<file path="config.mk">
export PLATFORM = sky130hd
export DESIGN_NAME = dmem_responder
export DESIGN_NICKNAME = d
export VERILOG_FILES = /design/src/rtl/dmem_pkg.sv /design/src/rtl/dmem_responder_tx_fifo.sv /design/src/rtl/dmem_responder.sv
export SDC_FILE = /design/constraint.sdc
export NUM_CORES = 2
export LEC_CHECK = 0
export BUFFER_PORTS_ARGS = -buffer_cell sky130_fd_sc_hd__clkbuf_2
export CAP_MARGIN = 15
export CORE_MARGIN = 4
export CORE_UTILIZATION = 50
export CTS_BUF_LIST = sky130_fd_sc_hd__clkbuf_4
export CTS_CLUSTER_SIZE = 28
export DETAILED_ROUTE_END_ITERATION = 7
export PLACE_DENSITY = 0.74
export SLEW_MARGIN = 20
export SYNTH_ARGS = -nofsm -noshare
export SYNTH_HDL_FRONTEND = slang
export SYNTH_SLANG_ARGS = --single-unit
</file>
<file path="constraint.sdc">
create_clock -name clk -period 3.7 [get_ports clk]
set_input_delay 0.185 -clock clk [delete_from_list [all_inputs] [get_ports clk]]
set_output_delay 0.185 -clock clk [all_outputs]
set_load 0.02 [all_outputs]
</file>
<file path="src/rtl/dmem_pkg.sv">
// Shared definitions for the data-side memory responder.
// Holds the MMIO register map, STATUS bit positions, the address bit that
// selects the MMIO region and the address-region type used by the decoder.

package dmem_pkg;

   // Address bit that separates RAM (0) from MMIO (1)
   localparam int MMIO_SEL_BIT = 31;

   // MMIO byte offsets; only DataAdr[4:2] take part in the decode
   localparam logic [4:0] GPIO_OFS   = 5'h00;
   localparam logic [4:0] TCOUNT_OFS = 5'h04;
   localparam logic [4:0] TCMP_OFS   = 5'h08;
   localparam logic [4:0] STATUS_OFS = 5'h0C;
   localparam logic [4:0] TXDATA_OFS = 5'h10;

   // STATUS bit positions: bits 0..2 are sticky (W1C), bits 3..4 are live
   localparam int ST_TIMER_MATCH = 0;
   localparam int ST_ADDR_ERR    = 1;
   localparam int ST_TX_OVF      = 2;
   localparam int ST_FIFO_FULL   = 3;
   localparam int ST_FIFO_EMPTY  = 4;
   localparam int STICKY_BITS    = 3;

   localparam logic [31:0] TCMP_RESET = 32'hFFFF_FFFF;

   // Where an address lands after decode
   typedef enum logic [1:0] {
      REGION_RAM,
      REGION_MMIO,
      REGION_ERR
   } region_e;

endpackage

</file>
<file path="src/rtl/dmem_responder_tx_fifo.sv">
// tx_fifo: byte FIFO feeding the downstream TX valid/ready interface.
// Ports:
//   clk        system clock
//   reset      asynchronous, active-low; flushes the FIFO
//   push       write push_data this edge (honoured when not full, or when
//              a pop happens on the same edge)
//   push_data  byte to enqueue
//   pop        dequeue the head this edge (ignored while empty)
//   head       oldest byte, 0 while empty
//   full       occupancy == DEPTH
//   empty      occupancy == 0
//   count      occupancy, 0..DEPTH

module tx_fifo #(
   parameter int DEPTH = 4
) (
   input  logic                     clk,
   input  logic                     reset,
   input  logic                     push,
   input  logic [7:0]               push_data,
   input  logic                     pop,
   output logic [7:0]               head,
   output logic                     full,
   output logic                     empty,
   output logic [$clog2(DEPTH):0]   count
);

   localparam int PTR_W = $clog2(DEPTH);
   localparam int CNT_W = PTR_W + 1;

   logic [7:0]       buf_q [DEPTH];
   logic [PTR_W-1:0] wr_ptr_q, wr_ptr_d;
   logic [PTR_W-1:0] rd_ptr_q, rd_ptr_d;
   logic [CNT_W-1:0] count_q, count_d;
   logic             do_push;
   logic             do_pop;

   assign empty = (count_q == '0);
   assign full  = (count_q == CNT_W'(DEPTH));
   assign count = count_q;
   assign head  = empty ? 8'h00 : buf_q[rd_ptr_q];

   // A pop frees a slot on the same edge, so a push into a full FIFO is
   // still accepted when it coincides with a pop.
   assign do_pop  = pop && !empty;
   assign do_push = push && (!full || do_pop);

   // Pointers are exactly PTR_W bits wide, so they wrap modulo DEPTH
   always_comb begin
      wr_ptr_d = wr_ptr_q;
      rd_ptr_d = rd_ptr_q;
      count_d  = count_q;
      if (do_push) begin
         wr_ptr_d = wr_ptr_q + PTR_W'(1);
      end
      if (do_pop) begin
         rd_ptr_d = rd_ptr_q + PTR_W'(1);
      end
      case ({do_push, do_pop})
         2'b10:   count_d = count_q + CNT_W'(1);
         2'b01:   count_d = count_q - CNT_W'(1);
         default: count_d = count_q;
      endcase
   end

   always_ff @(posedge clk or negedge reset) begin
      if (!reset) begin
         wr_ptr_q <= '0;
         rd_ptr_q <= '0;
         count_q  <= '0;
      end else begin
         wr_ptr_q <= wr_ptr_d;
         rd_ptr_q <= rd_ptr_d;
         count_q  <= count_d;
      end
   end

   // Storage needs no reset: empty already masks the head
   always_ff @(posedge clk) begin
      if (do_push) begin
         buf_q[wr_ptr_q] <= push_data;
      end
   end

endmodule

</file>
<file path="src/rtl/dmem_responder.sv">
// dmem_responder: data-port responder for the single-cycle RISC-V core.
// Word-addressed RAM below 0x8000_0000, MMIO registers above it
// (GPIO, free-running timer + compare, STATUS, TX byte FIFO).
// Ports:
//   clk        system clock, all state on rising edge
//   reset      asynchronous, active-low
//   DataAdr    byte address from the core (bits 1:0 ignored)
//   WriteData  store data
//   MemWrite   store strobe, sampled at the rising edge
//   ReadData   combinational load data
//   gpio_out   GPIO register
//   timer_irq  STATUS[0]
//   tx_data    FIFO head byte, 0 when empty
//   tx_valid   FIFO non-empty
//   tx_ready   downstream accepts the head when high together with tx_valid

module dmem_responder
   import dmem_pkg::*;
#(
   parameter int RAM_WORDS = 64,
   parameter int TX_DEPTH  = 4
) (
   input  logic        clk,
   input  logic        reset,
   input  logic [31:0] DataAdr,
   input  logic [31:0] WriteData,
   input  logic        MemWrite,
   output logic [31:0] ReadData,
   output logic [7:0]  gpio_out,
   output logic        timer_irq,
   output logic [7:0]  tx_data,
   output logic        tx_valid,
   input  logic        tx_ready
);

   localparam int RAM_IDX_W = $clog2(RAM_WORDS);
   localparam int CNT_W     = $clog2(TX_DEPTH) + 1;

   logic [31:0]            ram [RAM_WORDS];

   logic [7:0]             gpio_q, gpio_d;
   logic [31:0]            tcount_q, tcount_d;
   logic [31:0]            tcmp_q, tcmp_d;
   logic [STICKY_BITS-1:0] sticky_q, sticky_d;
   logic [STICKY_BITS-1:0] sticky_set;
   logic [STICKY_BITS-1:0] sticky_clr;

   logic [28:0]            word_idx;
   logic [RAM_IDX_W-1:0]   ram_idx;
   logic [4:0]             mmio_ofs;
   region_e                region;
   logic                   mmio_wr;
   logic [31:0]            status_word;

   logic                   fifo_push;
   logic                   fifo_pop;
   logic [7:0]             fifo_head;
   logic                   fifo_full;
   logic                   fifo_empty;
   logic [CNT_W-1:0]       fifo_count;

   // Word access only: the byte-lane bits never matter
   logic unused_adr_bits;
   assign unused_adr_bits = ^DataAdr[1:0];

   assign word_idx = DataAdr[30:2];
   assign ram_idx  = word_idx[RAM_IDX_W-1:0];
   assign mmio_ofs = {DataAdr[4:2], 2'b00};

   // The core presents DataAdr every cycle with no read strobe, so any
   // edge on which the address decodes to nothing flags an address error.
   always_comb begin
      region = REGION_ERR;
      if (DataAdr[MMIO_SEL_BIT]) begin
         if (mmio_ofs <= TXDATA_OFS) begin
            region = REGION_MMIO;
         end
      end else if (word_idx < 29'(RAM_WORDS)) begin
         region = REGION_RAM;
      end
   end

   assign mmio_wr = MemWrite && (region == REGION_MMIO);

   always_comb begin
      status_word                = '0;
      status_word[STICKY_BITS-1:0] = sticky_q;
      status_word[ST_FIFO_FULL]  = fifo_full;
      status_word[ST_FIFO_EMPTY] = fifo_empty;
   end

   always_comb begin
      ReadData = '0;
      case (region)
         REGION_RAM: ReadData = ram[ram_idx];
         REGION_MMIO: begin
            case (mmio_ofs)
               GPIO_OFS:   ReadData = {24'h0, gpio_q};
               TCOUNT_OFS: ReadData = tcount_q;
               TCMP_OFS:   ReadData = tcmp_q;
               STATUS_OFS: ReadData = status_word;
               TXDATA_OFS: ReadData = 32'(fifo_count);
               default:    ReadData = '0;
            endcase
         end
         default: ReadData = '0;
      endcase
   end

   assign fifo_push = mmio_wr && (mmio_ofs == TXDATA_OFS);
   assign fifo_pop  = !fifo_empty && tx_ready;

   // Sticky bits: a set on the same edge as a W1C wins over the clear
   always_comb begin
      gpio_d     = gpio_q;
      tcmp_d     = tcmp_q;
      tcount_d   = tcount_q + 32'd1;
      sticky_set = '0;
      sticky_clr = '0;

      if (mmio_wr) begin
         case (mmio_ofs)
            GPIO_OFS:   gpio_d     = WriteData[7:0];
            TCOUNT_OFS: tcount_d   = '0;
            TCMP_OFS:   tcmp_d     = WriteData;
            STATUS_OFS: sticky_clr = WriteData[STICKY_BITS-1:0];
            default:    ;
         endcase
      end

      sticky_set[ST_TIMER_MATCH] = (tcount_q == tcmp_q);
      sticky_set[ST_ADDR_ERR]    = (region == REGION_ERR);
      sticky_set[ST_TX_OVF]      = fifo_push && fifo_full && !fifo_pop;

      sticky_d = (sticky_q & ~sticky_clr) | sticky_set;
   end

   always_ff @(posedge clk or negedge reset) begin
      if (!reset) begin
         gpio_q   <= '0;
         tcount_q <= '0;
         tcmp_q   <= TCMP_RESET;
         sticky_q <= '0;
      end else begin
         gpio_q   <= gpio_d;
         tcount_q <= tcount_d;
         tcmp_q   <= tcmp_d;
         sticky_q <= sticky_d;
      end
   end

   // RAM contents survive reset
   always_ff @(posedge clk) begin
      if (MemWrite && (region == REGION_RAM)) begin
         ram[ram_idx] <= WriteData;
      end
   end

   tx_fifo #(
      .DEPTH(TX_DEPTH)
   ) u_tx_fifo (
      .clk       (clk),
      .reset     (reset),
      .push      (fifo_push),
      .push_data (WriteData[7:0]),
      .pop       (fifo_pop),
      .head      (fifo_head),
      .full      (fifo_full),
      .empty     (fifo_empty),
      .count     (fifo_count)
   );

   assign gpio_out  = gpio_q;
   assign timer_irq = sticky_q[ST_TIMER_MATCH];
   assign tx_data   = fifo_head;
   assign tx_valid  = !fifo_empty;

endmodule

</file>
# --- Word level (Yosys, flattened, before mapping) ---
# Memories as Yosys holds them, arrays and structs flattened.
# Cells that the tools add are included.
classes:
  n_addsub: 5
  eq_ne: 10
  n_shift: 0
  n_mul: 0
  reduce_logical: 18
  muxes: 15
  div: 0
  n_bitwise: 3
  order_cmp: 2
ops:
  columns: ["cell", "count"]
  rows:
  - ["$pmux 32 s5", 1]
  - ["$mux 32", 2]
  - ["$pmux 32 s2", 1]
  - ["$add 32x1->32 const B", 1]
  - ["$eq 32x32->1", 1]
  - ["$lt 29x7->1 const B", 1]
  - ["$logic_and 1x1->1", 8]
  - ["$mux 8", 1]
  - ["$eq 3x2->1 const B", 2]
  - ["$eq 3x3->1 const B", 2]
  - ["$mux 2", 3]
  - ["$mux 3", 2]
  - ["$pmux 3 s2", 1]
  - ["$le 5x5->1 const B", 1]
  - ["$logic_not 5->1", 1]
  - ["$add 2x1->2 const B", 2]
  - ["$eq 2x1->1 const B", 2]
  - ["$eq 2x2->1 const B", 2]
  - ["$mux 1", 4]
  - ["$reduce_and 2->1", 2]
  - ["$add 3x1->3 const B", 1]
  - ["$and 3x3->3", 1]
  - ["$eq 3x1->1 const B", 1]
  - ["$logic_not 1->1", 3]
  - ["other kinds (7)", 7]
word_totals:
  n_memories: 2
  ff_bits: 82
  rom_bits: 0
  word_cells: 62
  in_bits: 68
  mem_bits_rw: 2080
  latch_bits: 0
mem_list:
  columns: ["memory", "depth", "word_bits", "rd", "rd_ports_with_merged_regs", "wr", "line", "text"]
  rows:
  - ["ram", 64, 32, 1, 0, 1, "dmem_responder.sv:39", "logic [31:0] ram [RAM_WORDS];"]
  - ["u_tx_fifo.buf_q", 4, 8, 1, 0, 1, "dmem_responder_tx_fifo.sv:31", "logic [7:0] buf_q [DEPTH];"]

# --- Depth between registers and ports, before layout ---
logic_depth:
  ltp_word: 9
  ltp_mapped: 15

# --- Modules after synthesis ---
# A second synthesis with hierarchy kept.
unflattened:
  cells_unflattened: 3968
  area_unflattened_um2: 84259.6
by_module_without_submodules:
  columns: ["module", "seq_area_each_um2", "n_inst", "cells_each", "area_each_um2"]
  rows:
  - ["dmem_responder", 63415.8, 1, 3865, 82541.7]
  - ["tx_fifo", 1136.1, 1, 103, 1717.9]

# --- Least setup slack after synthesis ---
# OpenSTA, ideal clock, no wires.
synth_path:
  path_type: "in2reg"
  from: "in DataAdr[2]"
  to: "mem ram[0][0] (enable)"
  n_path_buf: 5
  arrival_time_ps: 3018
  path_stages: 8
  setup_slack_ps: 261
  setup_time_ps: 421
  path_cell_list: "buf_6 buf_6 buf_4 buf_4 buf_4 nor3_1 nand3_1 nor2_1"
synth_between:
  elab_chain_cells: 7
  word_cells_on_any_way: 9
synth_lines:
  columns: ["item", "line", "text"]
  rows:
  - ["start, declared", "dmem_responder.sv:25", "input logic [31:0] DataAdr,"]
  - ["$lt 29x7->1 or $le 5x5->1 (tied branches)", "dmem_responder.sv:78, dmem_responder.sv:75", null]
  - ["$mux 2 (on tied branches)", "dmem_responder.sv:78, dmem_responder.sv:75", null]
  - ["$mux 2", "dmem_responder.sv:74", "if (DataAdr[MMIO_SEL_BIT]) begin"]
  - ["$logic_not 2->1", "dmem_responder.sv:154", "if (MemWrite && (region == REGION_RAM)) begin"]
  - ["$logic_and 1x1->1", "dmem_responder.sv:154", null]
  - ["$mux 1", "dmem_responder.sv:154", null]
  - ["$mux 1 (not written as such)", "dmem_responder.sv:155", "ram[ram_idx] <= WriteData;"]
  - ["end, declared", "dmem_responder.sv:39", null]
# Parallel ways exist; a longest one is shown, timed or not.

# --- Final worst setup path ---
layout_path:
  from: "in DataAdr[31]"
  to: "out ReadData[22]"
layout_between:
  elab_chain_cells: 3
  word_cells_on_any_way: 4
layout_lines:
  columns: ["item", "line", "text"]
  rows:
  - ["$mux 2 *", "dmem_responder.sv:74", null]
  - ["$eq 2x1->1 or $logic_not 2->1 (tied branches)", "dmem_responder.sv:94", "case (region)"]
  - ["$pmux 32 s2 *", "dmem_responder.sv:94", null]
  - ["end, declared", "dmem_responder.sv:28", "output logic [31:0] ReadData,"]
# Every way passes the cells marked *; elsewhere a longest branch is shown, timed or not.

==> PnR_summary.wiki <==
{| class="wikitable"
! Metric !! Value
|-
| Total grt overflow || 0
|-
| Layout cell share with drive strength beyond 1 || 38.7%
|-
| Remaining number of nets flagged by the antenna check after routing || 0
|-
| Area of the placeable core || approximately 170000 um2
|-
| Count of H-tree levels built during CTS || 6
|-
| Final Skew || 62.8 ps
|-
| Final Net Count || between 4k and 5k
|-
| Antenna violations before repair || 15
|-
| Largest vdd supply drop || between 0.3 and 0.4 mV
|-
| Number of clock sinks || roughly 2.2k
|-
| First-pass GRT wire length || 362000 um
|-
| Routability cong. || 0.960
|-
| Predominant post-synthesis flop cell || edfxtp_1
|-
| Power density over cell area || 518 nW/um2
|-
| Area of the die || 176000 um2
|-
| Count of synthesis-stage warnings from yosys || 0
|-
| Number of top-level pins || 118
|-
| Worst setup SP type || input port
|-
| Final hold violations || 0
|-
| Width of the die || 419 um
|-
| Total power of the final layout || between 50 and 60 mW
|-
| DRC violation count after routing || 0
|-
| Seq cells post-synth || 2162
|-
| TritonCTS clock tree || done
|-
| Crit path capture type || output pin
|-
| Die H || 419 um
|-
| Synth async-reset ratio || under 10%
|-
| Average detailed-routed wire length per instance || 34.8 um
|-
| Post-DP HPWL || 162000 um
|-
| Clock transition at the registers of the reported paths || 70 ps
|-
| Largest net degree at the start of global routing || a little over 70
|-
| Clock latency on the worst-skew pair || 1310 ps
|-
| Average cell area after synthesis || 21.1 um2
|-
| Lkg Pwr || 32.4 nW
|-
| Vias in the first global route || 48.5k
|-
| Wirelength, routed || 261000 um
|-
| Count of flip-flops with a built-in enable after synthesis || 2080
|-
| Post-route worst hold slack || 153 ps
|-
| Buffers on Ports || between 100 and 150
|-
| Arrival time at the worst endpoint || around 3600 ps
|-
| Final design utilization || 58.7%
|-
| Buffer levels on the longest clock path || 4
|-
| Result of the run || finished, violations left
|-
| Via density || 6.59
|-
| Max-cap violations || 0
|-
| Count of vias placed by the detailed router || 49.4k
|-
| Path category of the worst min-delay check || in -> reg
|-
| Biggest fanout along the worst timing path || 22
|-
| Crit path kind || in -> out
|-
| Total CTS buffers || 548
|-
| Initial DRT Pass Iterations || 7
|-
| Register area share after synthesis || 76.3%
|-
| RSZ-0062 raised after global routing || yes
|-
| CP required || 3510 ps
|-
| GRT Resource Usage Total || 29.6%
|-
| Final clock period utilization by the worst path || 103%
|-
| Worst slew margin relative to its limit || 15.3%
|-
| Distinct cells, synth || 74
|-
| Summed instance area of the synthesized netlist || 84600 um2
|-
| Instance count of the mapped netlist || 4021
|-
| Synthesis-to-finish area growth || 16.3%
|-
| Slew Limit Fails || 0
|-
| Row count || 150
|-
| Clock period minus worst slack || 3800 ps
|-
| Transition time at the pin with the least slew margin || roughly 1300 ps
|-
| Synth Net Count || 4096
|-
| Worst path setup slack after routing || -101 ps
|-
| Maximum clock frequency || around 260 MHz
|-
| Setup-failing EPs final || 2
|-
| Starting density of the core || 50.5%
|-
| Count of routing violations after the opening detailed-route iteration || just under 9k
|-
| Cell chosen for the clock root || clkbuf_4
|-
| Violations in the final reports || negative setup slack
|}
## synthesized netlist by cell type (5+ instances only)
cell       number  area share [%]
o22ai_1        61            0.45
mux4_2        485              13
a2111oi_0       7           0.072
and3_1          9           0.067
or4_1          15            0.13
nor3_1         26            0.15
nand2b_1       13           0.096
and2_1         26            0.19
xnor2_1        41            0.42
nor2_1        147            0.65
buf_4          66            0.59
nor4_1         16            0.12
dfrtp_1        50             1.5
a211oi_1       10           0.089
o32a_1          5           0.059
dfstp_2        32            0.99
mux2i_1       110             1.3
nand4_1        38            0.28
a221oi_1       14            0.14
o22a_1         10            0.10
edfxtp_1     2080              74
inv_1          11           0.049
clkbuf_1       61            0.27
a22o_1         12            0.12
a21oi_1        23            0.14
a31oi_1        11           0.081
nand3b_1        6           0.053
o21ai_0        41            0.24
or3b_2          6           0.062
buf_1           9           0.040
a22oi_1        73            0.65
o32ai_1        16            0.17
o211ai_1       16            0.14
ha_1            6           0.089
a221o_1         5           0.059
mux2_2         66            0.88
o31ai_1         5           0.044
buf_6          34            0.45
buf_2          57            0.34
xor2_1         21            0.22
nand3_1        60            0.35
or3_1           7           0.052
nand2_1       140            0.62
nor2b_1        18            0.13
## final cells by class
cell class | instances | area (um2)
inverters | 13 | 50.0
flip-flops and latches | 2162 | 64600
fillers | 11900 | 69300
multi-input cells | 1616 | 19400
repair buffers | 576 | 5050
clock buffers | 765 | 5740
diodes | 10 | 25.0
clock inverters | 149 | 906
well taps | 2204 | 2760
## per-layer routing
metal | global-route usage, % | share of wire (%) | vias up
met5 | 0 | 0.063 | -
met4 | 17.8 | 6.7 | 22
met2 | 43.1 | 45 | 4582
met3 | 10.7 | 15 | 894
li1 | - | - | 18900
met1 | 38.5 | 33 | 24900
## power breakdown
group,leakage (nW),internal (mW),switching [mW],total [mW]
Sequential,19.6,27.1,0.436,27.6
Clock,3.98,10.3,9.40,19.7
Combinational,8.81,1.49,2.25,3.74
## cell families (layout without fill, tap and decap cells)
group / count (synthesis) / in the layout / share of synthesized area, %
AO/OA/AOI/OAI: 336 / 336 / 2.86
XOR/XNOR: 62 / 62 / 0.641
adder cells (fa/ha/maj): 7 / 7 / 0.112
buffers and inverters: 243 / 1503 / 1.79
flip-flops: 2162 / 2162 / 76.3
multiplexers: 663 / 663 / 15.1
other: 0 / 10 / 0
AND/OR/NAND/NOR: 548 / 548 / 3.20
## worst paths after layout
| check | startpoint | end | slack, ps | cells past startpoint |
|---|---|---|---|---|
| worst max-delay path | DataAdr[31] | ReadData[22] | -100 | 11 |
| max in group asynchronous | reset | tcmp_q[6] | 2670 | 5 |
| worst min-delay path | WriteData[3] | ram[49][3] | 150 | 2 |
| worst max register to register | tcount_q[8] | tcount_q[31] | 1270 | 5 |
| min in group asynchronous | reset | tcmp_q[28] | 630 | 4 |
| worst min register to register | u_tx_fifo.count[2] | u_tx_fifo.count[2] | 520 | 1 |
## sequential cells by signal, indices dropped and copies added, names as in the netlist
signal / count
u_tx_fifo.buf_q: 32
tcount_q: 32
u_tx_fifo.wr_ptr_q: 2
gpio_out: 8
u_tx_fifo.rd_ptr_q: 2
sticky_q: 3
u_tx_fifo.count: 3
ram: 2048
tcmp_q: 32
## worst max-delay path: stages
cell,delay (ps)
dlygate4sd3_1,540
clkbuf_2,120
nor4_2,170
nand4_1,360
buf_4,290
buf_4,130
nor2_2,130
buf_4,440
o2111ai_1,280
o41ai_4,680
clkbuf_2,300
## cells in the final DEF (no fill, tap or decap), types with 57 or more instances in the layout
cell           synthesis  final
edfxtp_1            2080   2080
clkbuf_4               0    766
mux4_2               485    485
buf_4                 66    332
nand2_1              140    140
mux2i_1              110    108
clkbuf_2               1    100
clkinv_1               1     94
nor2_1               147     80
a22oi_1               73     70
dlygate4sd3_1          0     68
mux2_2                66     66
nor2_4                 0     64
buf_12                 1     60
nand3_1               60     57
## metrics by stage
step | worst slack, ps | std cells | cell area, um2 | setup TNS, ps
floorplan | 261 | 4021 | 84600 | 0
global placement | 197 | 6500 | 90700 | 0
detailed placement | 163 | 6501 | 90800 | 0
CTS | -37.2 | 7483 | 98300 | -98.1
global route | -58.3 | 7488 | 98500 | -116
finish | -101 | 7495 | 98500 | -120
## timing repair
action / CTS / global route
endpoints found under the hold margin: 2674 / 0
buffers inserted: 0 / 2
pin swaps: 10 / 6
endpoints found under the setup margin: 20 / 16
resized for setup: 48 / 24
hold buffers: 69 / 0
Note: power is estimated with default switching activity, not from simulation.
